### src/rtl/kyber_ntt_pkg.sv
// Shared types and helpers for the Kyber NTT layer sequencer.
// Holds ring constants, the FSM encoding and butterfly address generation.
package kyber_ntt_pkg;

  localparam int N      = 256;
  localparam int LAYERS = 7;
  localparam int Q      = 3329;
  localparam int AW     = 8;
  localparam int TW     = 7;
  localparam int IW     = 7;

  typedef enum logic [1:0] {
    IDLE  = 2'd0,
    ISSUE = 2'd1,
    DRAIN = 2'd2,
    DONE  = 2'd3
  } seq_state_t;

  typedef struct packed {
    logic          v;
    logic [AW-1:0] a;
    logic [AW-1:0] b;
  } wb_ent_t;

  typedef struct packed {
    logic [AW-1:0] a;
    logic [AW-1:0] b;
    logic [TW-1:0] tw;
  } bf_addr_t;

  // j = ((i & ~(len-1)) << 1) | (i & (len-1)), with len a power of two
  function automatic bf_addr_t bf_addr(
    input logic          fwd,
    input logic [2:0]    l,
    input logic [IW-1:0] i
  );
    bf_addr_t      r;
    logic [2:0]    lg;
    logic [AW-1:0] len;
    logic [IW-1:0] msk;
    logic [IW-1:0] g;
    lg    = fwd ? (3'd7 - l) : (l + 3'd1);
    len   = 8'd1 << lg;
    msk   = IW'(len - 8'd1);
    g     = i >> lg;
    r.a   = {i & ~msk, 1'b0} | {1'b0, i & msk};
    r.b   = r.a + len;
    r.tw  = fwd ? ((7'd1 << l) + g)
                : ((7'd127 >> l) - g);
    return r;
  endfunction

endpackage

### src/rtl/ntt_wb_delay.sv
// Write-back delay line: carries {valid, addr_a, addr_b} for DEPTH cycles.
// Clearing on reset guarantees no stale write escapes after release.
module ntt_wb_delay
  import kyber_ntt_pkg::*;
#(
  parameter int DEPTH = 5
)(
  input  logic    clk,
  input  logic    rst_n,
  input  wb_ent_t i_ent,
  output wb_ent_t o_ent
);

  wb_ent_t r_sr [DEPTH];

  always_ff @(posedge clk or negedge rst_n) begin
    if (!rst_n) begin
      for (int k = 0; k < DEPTH; k++) begin
        r_sr[k] <= '0;
      end
    end else begin
      r_sr[0] <= i_ent;
      for (int k = 1; k < DEPTH; k++) begin
        r_sr[k] <= r_sr[k-1];
      end
    end
  end

  assign o_ent = r_sr[DEPTH-1];

endmodule

### src/rtl/ntt_layer_sequencer.sv
// In-place 7-layer NTT/INTT issue sequencer in front of the butterfly.
// Layers are separated by a full write-back drain.
module ntt_layer_sequencer
  import kyber_ntt_pkg::*;
#(
  parameter int BF_LAT = 4,
  parameter int RD_LAT = 1
)(
  input  logic          clk,
  input  logic          rst_n,
  input  logic          start,
  input  logic          mode,
  output logic          busy,
  output logic          done,
  output logic          rd_en,
  output logic [AW-1:0] rd_addr_a,
  output logic [AW-1:0] rd_addr_b,
  output logic [TW-1:0] tw_addr,
  output logic          bf_ct,
  output logic          wr_en,
  output logic [AW-1:0] wr_addr_a,
  output logic [AW-1:0] wr_addr_b
);

  localparam int WB_DLY = RD_LAT + BF_LAT;
  localparam int CW     = (WB_DLY > 1) ? $clog2(WB_DLY) : 1;

  localparam logic [CW-1:0] DLAST = CW'(WB_DLY - 1);
  localparam logic [2:0]    LLAST = 3'(LAYERS - 1);
  localparam logic [IW-1:0] ILAST = '1;

  seq_state_t    r_state;
  logic [2:0]    r_layer;
  logic [IW-1:0] r_i;
  logic [CW-1:0] r_dcnt;
  logic          r_mode;

  logic     w_issue;
  logic     w_run;
  bf_addr_t w_bf;
  wb_ent_t  w_wb_in;
  wb_ent_t  w_wb_out;

  always_ff @(posedge clk or negedge rst_n) begin
    if (!rst_n) begin
      r_state <= IDLE;
      r_layer <= '0;
      r_i     <= '0;
      r_dcnt  <= '0;
      r_mode  <= 1'b0;
    end else begin
      unique case (r_state)
        IDLE, DONE: begin
          if (start) begin
            r_state <= ISSUE;
            r_layer <= '0;
            r_i     <= '0;
            r_mode  <= mode;
          end else begin
            r_state <= IDLE;
          end
        end
        ISSUE: begin
          r_i <= r_i + 1'b1;
          if (r_i == ILAST) begin
            r_state <= DRAIN;
            r_dcnt  <= '0;
          end
        end
        DRAIN: begin
          r_dcnt <= r_dcnt + 1'b1;
          if (r_dcnt == DLAST) begin
            if (r_layer == LLAST) begin
              r_state <= DONE;
            end else begin
              r_state <= ISSUE;
              r_layer <= r_layer + 1'b1;
            end
          end
        end
        default: r_state <= IDLE;
      endcase
    end
  end

  assign w_issue = (r_state == ISSUE);
  assign w_run   = w_issue || (r_state == DRAIN);
  assign w_bf    = bf_addr(r_mode, r_layer, r_i);

  assign busy      = w_run;
  assign done      = (r_state == DONE);
  assign rd_en     = w_issue;
  assign rd_addr_a = w_issue ? w_bf.a  : '0;
  assign rd_addr_b = w_issue ? w_bf.b  : '0;
  assign tw_addr   = w_issue ? w_bf.tw : '0;
  assign bf_ct     = w_run & r_mode;

  // Addresses ride alongside the operands so E/O land in place
  assign w_wb_in = {w_issue, rd_addr_a, rd_addr_b};

  ntt_wb_delay #(
    .DEPTH (WB_DLY)
  ) u_wb_delay (
    .clk   (clk),
    .rst_n (rst_n),
    .i_ent (w_wb_in),
    .o_ent (w_wb_out)
  );

  assign wr_en     = w_wb_out.v;
  assign wr_addr_a = w_wb_out.a;
  assign wr_addr_b = w_wb_out.b;

endmodule

### config.mk
export PLATFORM = sky130hd
export DESIGN_NAME = ntt_layer_sequencer
export DESIGN_NICKNAME = d
export VERILOG_FILES = /design/src/rtl/kyber_ntt_pkg.sv /design/src/rtl/ntt_wb_delay.sv /design/src/rtl/ntt_layer_sequencer.sv
export SDC_FILE = /design/constraint.sdc
export NUM_CORES = 1
export LEC_CHECK = 0
export ABC_AREA = 1
export BUFFER_PORTS_ARGS = -buffer_cell sky130_fd_sc_hd__clkbuf_2
export CAP_MARGIN = 20
export CORE_ASPECT_RATIO = 1.75
export CORE_UTILIZATION = 53
export DETAILED_ROUTE_END_ITERATION = 16
export PLACE_DENSITY = 0.76
export SLEW_MARGIN = 20
export SYNTH_ARGS = -nofsm -noshare
export SYNTH_HDL_FRONTEND = slang
export SYNTH_SLANG_ARGS = --single-unit
### constraint.sdc
create_clock -name clk -period 3.5 [get_ports clk]
set_clock_uncertainty 0.2 [all_clocks]
set_input_delay 0.175 -clock clk [delete_from_list [all_inputs] [get_ports clk]]
set_output_delay 0.175 -clock clk [all_outputs]
set_load 0.01 [all_outputs]
==> flow_summary.json, run 1 <==
{
  "crit_path_frequent_cell": "nand2_4",
  "syn_nets": 521,
  "setup_ws_ns": -0.249,
  "max_freq_mhz": 267,
  "use_met2_pct": 44.0,
  "r2r_start": "r_layer[0]",
  "netlist_area_sq_mm": 0.00467,
  "hold_class": "primary input to flip-flop",
  "powerDensity_mw_per_mm2": 361,
  "grt_max_degree": 80,
  "antenna_found_initial": 0,
  "die_width_um": 72.9,
  "top_usage_layer": "met2",
  "endpoint": "rd_addr_b[6]",
  "seq_area_frac_synth_pct": 54.2,
  "layoutNonFillerInstCount": 691,
  "drv_cap": 0,
  "place.port_buffers": 47,
  "place_inst": 666,
  "first_global_vias": 3673,
  "yosysTopAreaCell": "dfrtp_1",
  "yosysTopAreaCellShare_pct": 54.2,
  "grt_pass1_wl_um": 16600,
  "htreeDepth": 3,
  "drt_iter0_drc": 216,
  "crit_fanout": 6,
  "r2r_slack_ns": 0.22,
  "max_slew_margin_pct": 40.2,
  "place_ws_ns": -0.0541,
  "core_area_sq_mm": 0.00861,
  "power_leakage_nw": 2.83,
  "crit_start": "r_layer[0]",
  "avgSynthCellArea_sq_um": 9.66,
  "gr-total-overflow": 0,
  "clk-insertion-delay-late_ns": 0.34,
  "worstReg2RegEnd": "u_wb_delay.r_sr[73]",
  "ff2ff_path_depth": 19,
  "finalMaxSlewViolations": 0,
  "dp_hpwl_um": 7330,
  "fp.dieH_um": 126,
  "finalHoldViolCount": 0,
  "status": "finished with violations",
  "syn_to_final_growth_pct": 25.4,
  "antennaDiodeCount": 0,
  "grt_usage_pct": 24.1,
  "path_class": "flip-flop to output pin",
  "cp.arrival_ns": 3.37,
  "synthFlopType": "dfrtp_1",
  "finalCritPeriodShare_pct": 107,
  "rsz0062_at_grt": "yes",
  "path_cells": "ha_2 > inv_2 > ha_4 > nand2_4 > o21ai_4 > nor2_4 > nor2_4 > nand2_4 > xnor2_2 > or2_1 > nand2_2 > ha_4 > buf_6 > nand2_4 > nor2_2 > a211oi_2 > a21oi_1 > nor2_1 > buf_2",
  "clock_sinks": 101,
  "remaining_drc_errors": 0,
  "async_flop_share_pct": 100,
  "wirelength_um": 10300,
  "end_kind": "output pin",
  "vias": 3635,
  "postSynthCellCount": 483,
  "dieArea_sq_mm": 0.00920,
  "ys_ff_latch": 101,
  "required_ns": 3.12,
  "clk_pin_slew_ns": 0.07,
  "synth_area_leaders": "dfrtp_1 54%, ha_1 8.6%, nand2_1 6.4%",
  "first_pass_iters": 4,
  "min_period_ns": 3.75,
  "critical-path-top-delay-family": "simple AND/OR/NAND/NOR gates",
  "place.gp.congestion": 0.974,
  "worst-path-buf-inv": 3,
  "cts-root-buf": "clkbuf_16",
  "cp_slowest_cell": "dfrtp_1",
  "nets": 608,
  "avgRoutedWirePerCell_um": 15.0,
  "path_depth": 19,
  "peakVddDrop_mv": 0.253,
  "power_mw": 2.11,
  "clock_path_buffers": 2,
  "synth_common_cells": "101 x dfrtp_1, 80 x nand2_1, 59 x inv_1, 39 x a21oi_1, 37 x nor2_1",
  "grtUsageMet3_pct": 3.92,
  "tritoncts": "yes",
  "worstMarginPinSlew_ns": 0.897,
  "ant_nets": 0,
  "std_cell_rows": 45,
  "whs_ns": 0.0826,
  "crit_path_max_incr_delay_ns": 0.41,
  "grt_util_met1_pct": 25.2,
  "yosysMostFrequentCell": "dfrtp_1",
  "numCtsBuffers": 9,
  "initial_core_util_pct": 54.2,
  "setup_viol": 6,
  "via_per_inst": 5.26,
  "violations": "setup timing",
  "yosysWarnings": 0,
  "ys_types": 38,
  "drive_above_1_share_pct": 31.5,
  "io_pins": 48,
  "startpoint_type": "flip-flop",
  "synth-edff-count": 0
}
[metrics by stage]
step           setup TNS, ns  util, %  cell area, sq um
2_1_floorplan              0        -              4670
3_3_place_gp        -0.00151     60.5              5210
3_5_place_dp         -0.0707     60.5              5210
4_1_cts                -1.04     65.8              5670
5_1_grt                -2.22     67.9              5850
6_report              -0.827     67.9              5850
[tightest hold or removal path, stage by stage]
cell and delay [ns]:
clkbuf_2 0.08, nand2_1 0.11, inv_1 0.13, o21ai_0 0.08
[cell families (layout without fill, tap and decap cells)]
family          after synthesis  count (layout)  synth area share (%)
compound gates               93              93                  11.2
xor+xnor                      4               4                 0.751
fa+ha+maj                    34              34                  9.44
buf+inv                      86             177                  8.47
flops                       101             101                  54.2
other cells                   1               1                0.0804
simple gates                164             164                  15.9
[flip-flops by register name (all words and copies together), names as in the netlist]
register	cells
r_mode	1
r_state	2
u_wb_delay.r_sr	68
r_dcnt	3
r_i	7
u_wb_delay.o_ent	17
r_layer	3
[routing by layer]
layer	routed length [um]	part of all wire (%)
met1	3790	37
met2	5800	56
met3	312	3.0
met4	434	4.2
met5	0	0
[power by group]
group          internal, mW  switching [mW]
Combinational       0.00685          0.0253
Sequential             1.17         0.00147
Clock                 0.486           0.421
[layout make-up]
type | count | area, sq um
clock inverter | 6 | 47.5
timing repair buffer | 101 | 659
sequential | 101 | 2530
tap | 117 | 146
fill | 656 | 2760
clock buffer | 9 | 225
inverter | 61 | 229
multi-input combinational | 296 | 2020
[timing repair]
item                       CTS  global route
pin swaps                   19            20
hold endpoints to repair    78             0
setup endpoints to repair    9            10
setup buffers                3             5
resized for setup           33            46
hold buffers                 2             0
[layout by cell type (no fill, tap or decap), types with 9 or more instances in the layout]
| cell | n |
|---|---|
| a21oi_1 | 33 |
| buf_4 | 50 |
| clkbuf_16 | 9 |
| clkbuf_2 | 39 |
| dfrtp_1 | 101 |
| ha_1 | 23 |
| inv_1 | 52 |
| nand2_1 | 68 |
| nand2_2 | 10 |
| nand3_1 | 18 |
| nor2_1 | 33 |
| o21ai_0 | 25 |
[how the worst min path moves through the flow]
| stage | to | depth (start not counted) | startpoint |
|---|---|---|---|
| 3_5_place_dp | u_wb_delay.r_sr[26] | 0 | u_wb_delay.r_sr[43] |
| 4_1_cts | r_mode | 4 | start |
| 5_1_grt | r_mode | 4 | start |
| 3_3_place_gp | u_wb_delay.r_sr[33] | 0 | u_wb_delay.r_sr[50] |
| 2_1_floorplan | r_dcnt[0] | 0 | rst_n |
| 6_report | r_mode | 4 | start |
No activity file was read; power rests on OpenSTA's default activity.
==> run 2: changes to the inputs <==
ABC_AREA = unset   (was 1)
PLACE_DENSITY = 0.75   (was 0.76)
==> flow_summary.json, run 2 <==
{
  "first_global_vias": 4195,
  "required_ns": 3.12,
  "drive_above_1_share_pct": 40.4,
  "synth_common_cells": "101 x dfrtp_1, 32 x ha_1, 31 x nand2_1, 30 x o21ai_0, 24 x nor2_1",
  "ys_ff_latch": 101,
  "std_cell_rows": 46,
  "async_flop_share_pct": 100,
  "max_freq_mhz": 241,
  "tritoncts": "yes",
  "finalMaxSlewViolations": 0,
  "ys_types": 62,
  "nets": 615,
  "io_pins": 48,
  "first_pass_iters": 4,
  "netlist_area_sq_mm": 0.00492,
  "layout_common_cells": "99 x dfrtp_1, 83 x buf_4, 37 x clkbuf_2",
  "synth-edff-count": 0,
  "peakVddDrop_mv": 0.285,
  "path_class": "flip-flop to output pin",
  "fp.dieH_um": 130,
  "seqCellArea_sq_mm": 0.00253,
  "synthFlopType": "dfrtp_1",
  "grt_usage_pct": 28.0,
  "htreeDepth": 3,
  "power_mw": 2.18,
  "cp_slowest_cell": "or4_4",
  "layoutNonFillerInstCount": 702,
  "clk-insertion-delay-late_ns": 0.34,
  "regMostFlops": "u_wb_delay.r_sr",
  "rsz0062_at_grt": "yes",
  "finalCritPeriodShare_pct": 118,
  "crit_path_max_incr_delay_ns": 0.52,
  "place.port_buffers": 47,
  "worstMarginPinSlew_ns": 0.946,
  "status": "finished with violations",
  "final_common_cell": "dfrtp_1",
  "drv_cap": 0,
  "via_per_inst": 5.75,
  "setup_viol": 13,
  "hold_class": "flip-flop to flip-flop",
  "core_area_sq_mm": 0.00904,
  "whs_ns": 0.145,
  "vias": 4038,
  "dp_hpwl_um": 8620,
  "violations": "setup timing",
  "ant_nets": 0,
  "numCtsBuffers": 9,
  "largest_reg_flops": 68,
  "clock_sinks": 101,
  "path_cells": "clkinv_8 > ha_4 > nand2b_4 > buf_8 > nand2_4 > mux4_2 > nor2_2 > a21oi_2 > ha_2 > inv_2 > fa_2 > nor2b_4 > o31ai_4 > a21oi_1 > and4b_1 > or4_4 > clkbuf_2",
  "setup_ws_ns": -0.645,
  "dieArea_sq_mm": 0.00970,
  "cts-root-buf": "clkbuf_16",
  "end_kind": "output pin",
  "syn_nets": 498,
  "avgSynthCellArea_sq_um": 10.7,
  "startpoint_type": "flip-flop",
  "yosysTopAreaCellShare_pct": 51.3,
  "grt_max_degree": 83,
  "n_fill_cell": 613,
  "initial_core_util_pct": 54.5,
  "syn_to_final_growth_pct": 34.5,
  "avgRoutedWirePerCell_um": 18.5,
  "multi_input_area_sq_mm": 0.00249,
  "cp.arrival_ns": 3.77,
  "min_period_ns": 4.14,
  "yosysTopAreaCell": "dfrtp_1",
  "remaining_drc_errors": 0,
  "yosysWarnings": 0,
  "seq_area_frac_synth_pct": 51.3,
  "finalHoldViolCount": 0,
  "clk_pin_slew_ns": 0.08,
  "antennaDiodeCount": 0,
  "powerDensity_mw_per_mm2": 329,
  "synth_area_leaders": "dfrtp_1 51%, ha_1 8.1%, o21ai_0 3.0%",
  "gr-total-overflow": 0,
  "antenna_found_initial": 0,
  "place.gp.congestion": 0.991,
  "die_width_um": 74.9,
  "wirelength_um": 13000,
  "drt_iter0_drc": 232,
  "power_leakage_nw": 3.05,
  "postSynthCellCount": 460,
  "crit_fanout": 4,
  "max_slew_margin_pct": 36.9,
  "grt_pass1_wl_um": 20000,
  "clock_path_buffers": 2,
  "yosysMostFrequentCell": "dfrtp_1",
  "place_inst": 666
}
[run 2: changes by cell type after synthesis, moves of 10 or more]
cell / previous run / this run
a21oi_1: 39 / 18
and2_1: 0 / 10
clkbuf_1: 6 / 19
inv_1: 59 / 21
nand2_1: 80 / 31
nand2b_1: 0 / 12
nor2_1: 37 / 24
o21a_1: 0 / 12
[run 2: area by class of cell]
cell class              instances  area share (%)
clock buffers                   9            3.40
clock inverters                 7            1.21
inverters                      22            1.44
multi-input cells             296            37.6
flip-flops and latches        101            38.2
well taps                     120            2.27
repair buffers                147            15.9
[run 2: metrics by stage]
stage	area [sq um]	util [%]	TNS [ns]	setup WS [ns]
2_1_floorplan	5000	-	-0.612	-0.339
3_3_place_gp	5750	63.6	-1.23	-0.284
3_5_place_dp	5750	63.6	-1.87	-0.402
4_1_cts	6470	71.7	-2.67	-0.532
5_1_grt	6630	73.3	-4.88	-0.723
6_report	6630	73.3	-3.57	-0.645
[run 2: what timing repair did]
item | in CTS | in global routing
resized for setup | 65 | 34
pin swaps | 47 | 23
endpoints found under the hold margin | 82 | 0
hold buffers | 3 | 0
buffers inserted | 14 | 7
endpoints found under the setup margin | 13 | 14
[run 2: critical path, delay by kind of cell (launching register included)]
family	cells	cell delay, ns
AOI/OAI and AO/OA	3	0.40
adders and majority gates	3	0.74
buffers and inverters	4	0.41
DFF	1	0.48
muxes	1	0.35
and+or+nand+nor	6	1.05
[run 2: where the power goes]
part	internal (mW)	total, mW	switching [mW]
logic	0.0109	0.0382	0.0273
clock network	0.506	0.968	0.462
registers	1.17	1.17	0.00119
total	1.69	2.18	0.490
[run 2: worst paths after layout]
check / slack [ns] / startpoint / cells past startpoint / end
max: -0.64 / r_layer[0] / 17 / tw_addr[6]
min reg2reg: 0.15 / u_wb_delay.r_sr[81] / 0 / u_wb_delay.r_sr[64]
min in group asynchronous: 0.31 / rst_n / 2 / u_wb_delay.o_ent[0]
min: 0.15 / u_wb_delay.r_sr[81] / 0 / u_wb_delay.r_sr[64]
max in group asynchronous: 2.04 / rst_n / 3 / r_layer[0]
max reg2reg: -0.08 / r_layer[0] / 15 / u_wb_delay.r_sr[74]
[run 2: logic make-up after synthesis]
group | synth area share [%]
AND/OR/NAND/NOR | 13.2
AO/OA/AOI/OAI | 16.3
flip-flops | 51.3
buffers and inverters | 6.33
adder cells (fa/ha/maj) | 8.94
multiplexers | 2.59
XOR/XNOR | 1.24
other | 0.0761
[run 2: routing by layer]
metal  global-route usage (%)  routed length [um]
met1                     28.2                4500
met2                     50.8                7130
met3                     4.51                 478
met4                     19.3                 855
met5                        0                   0
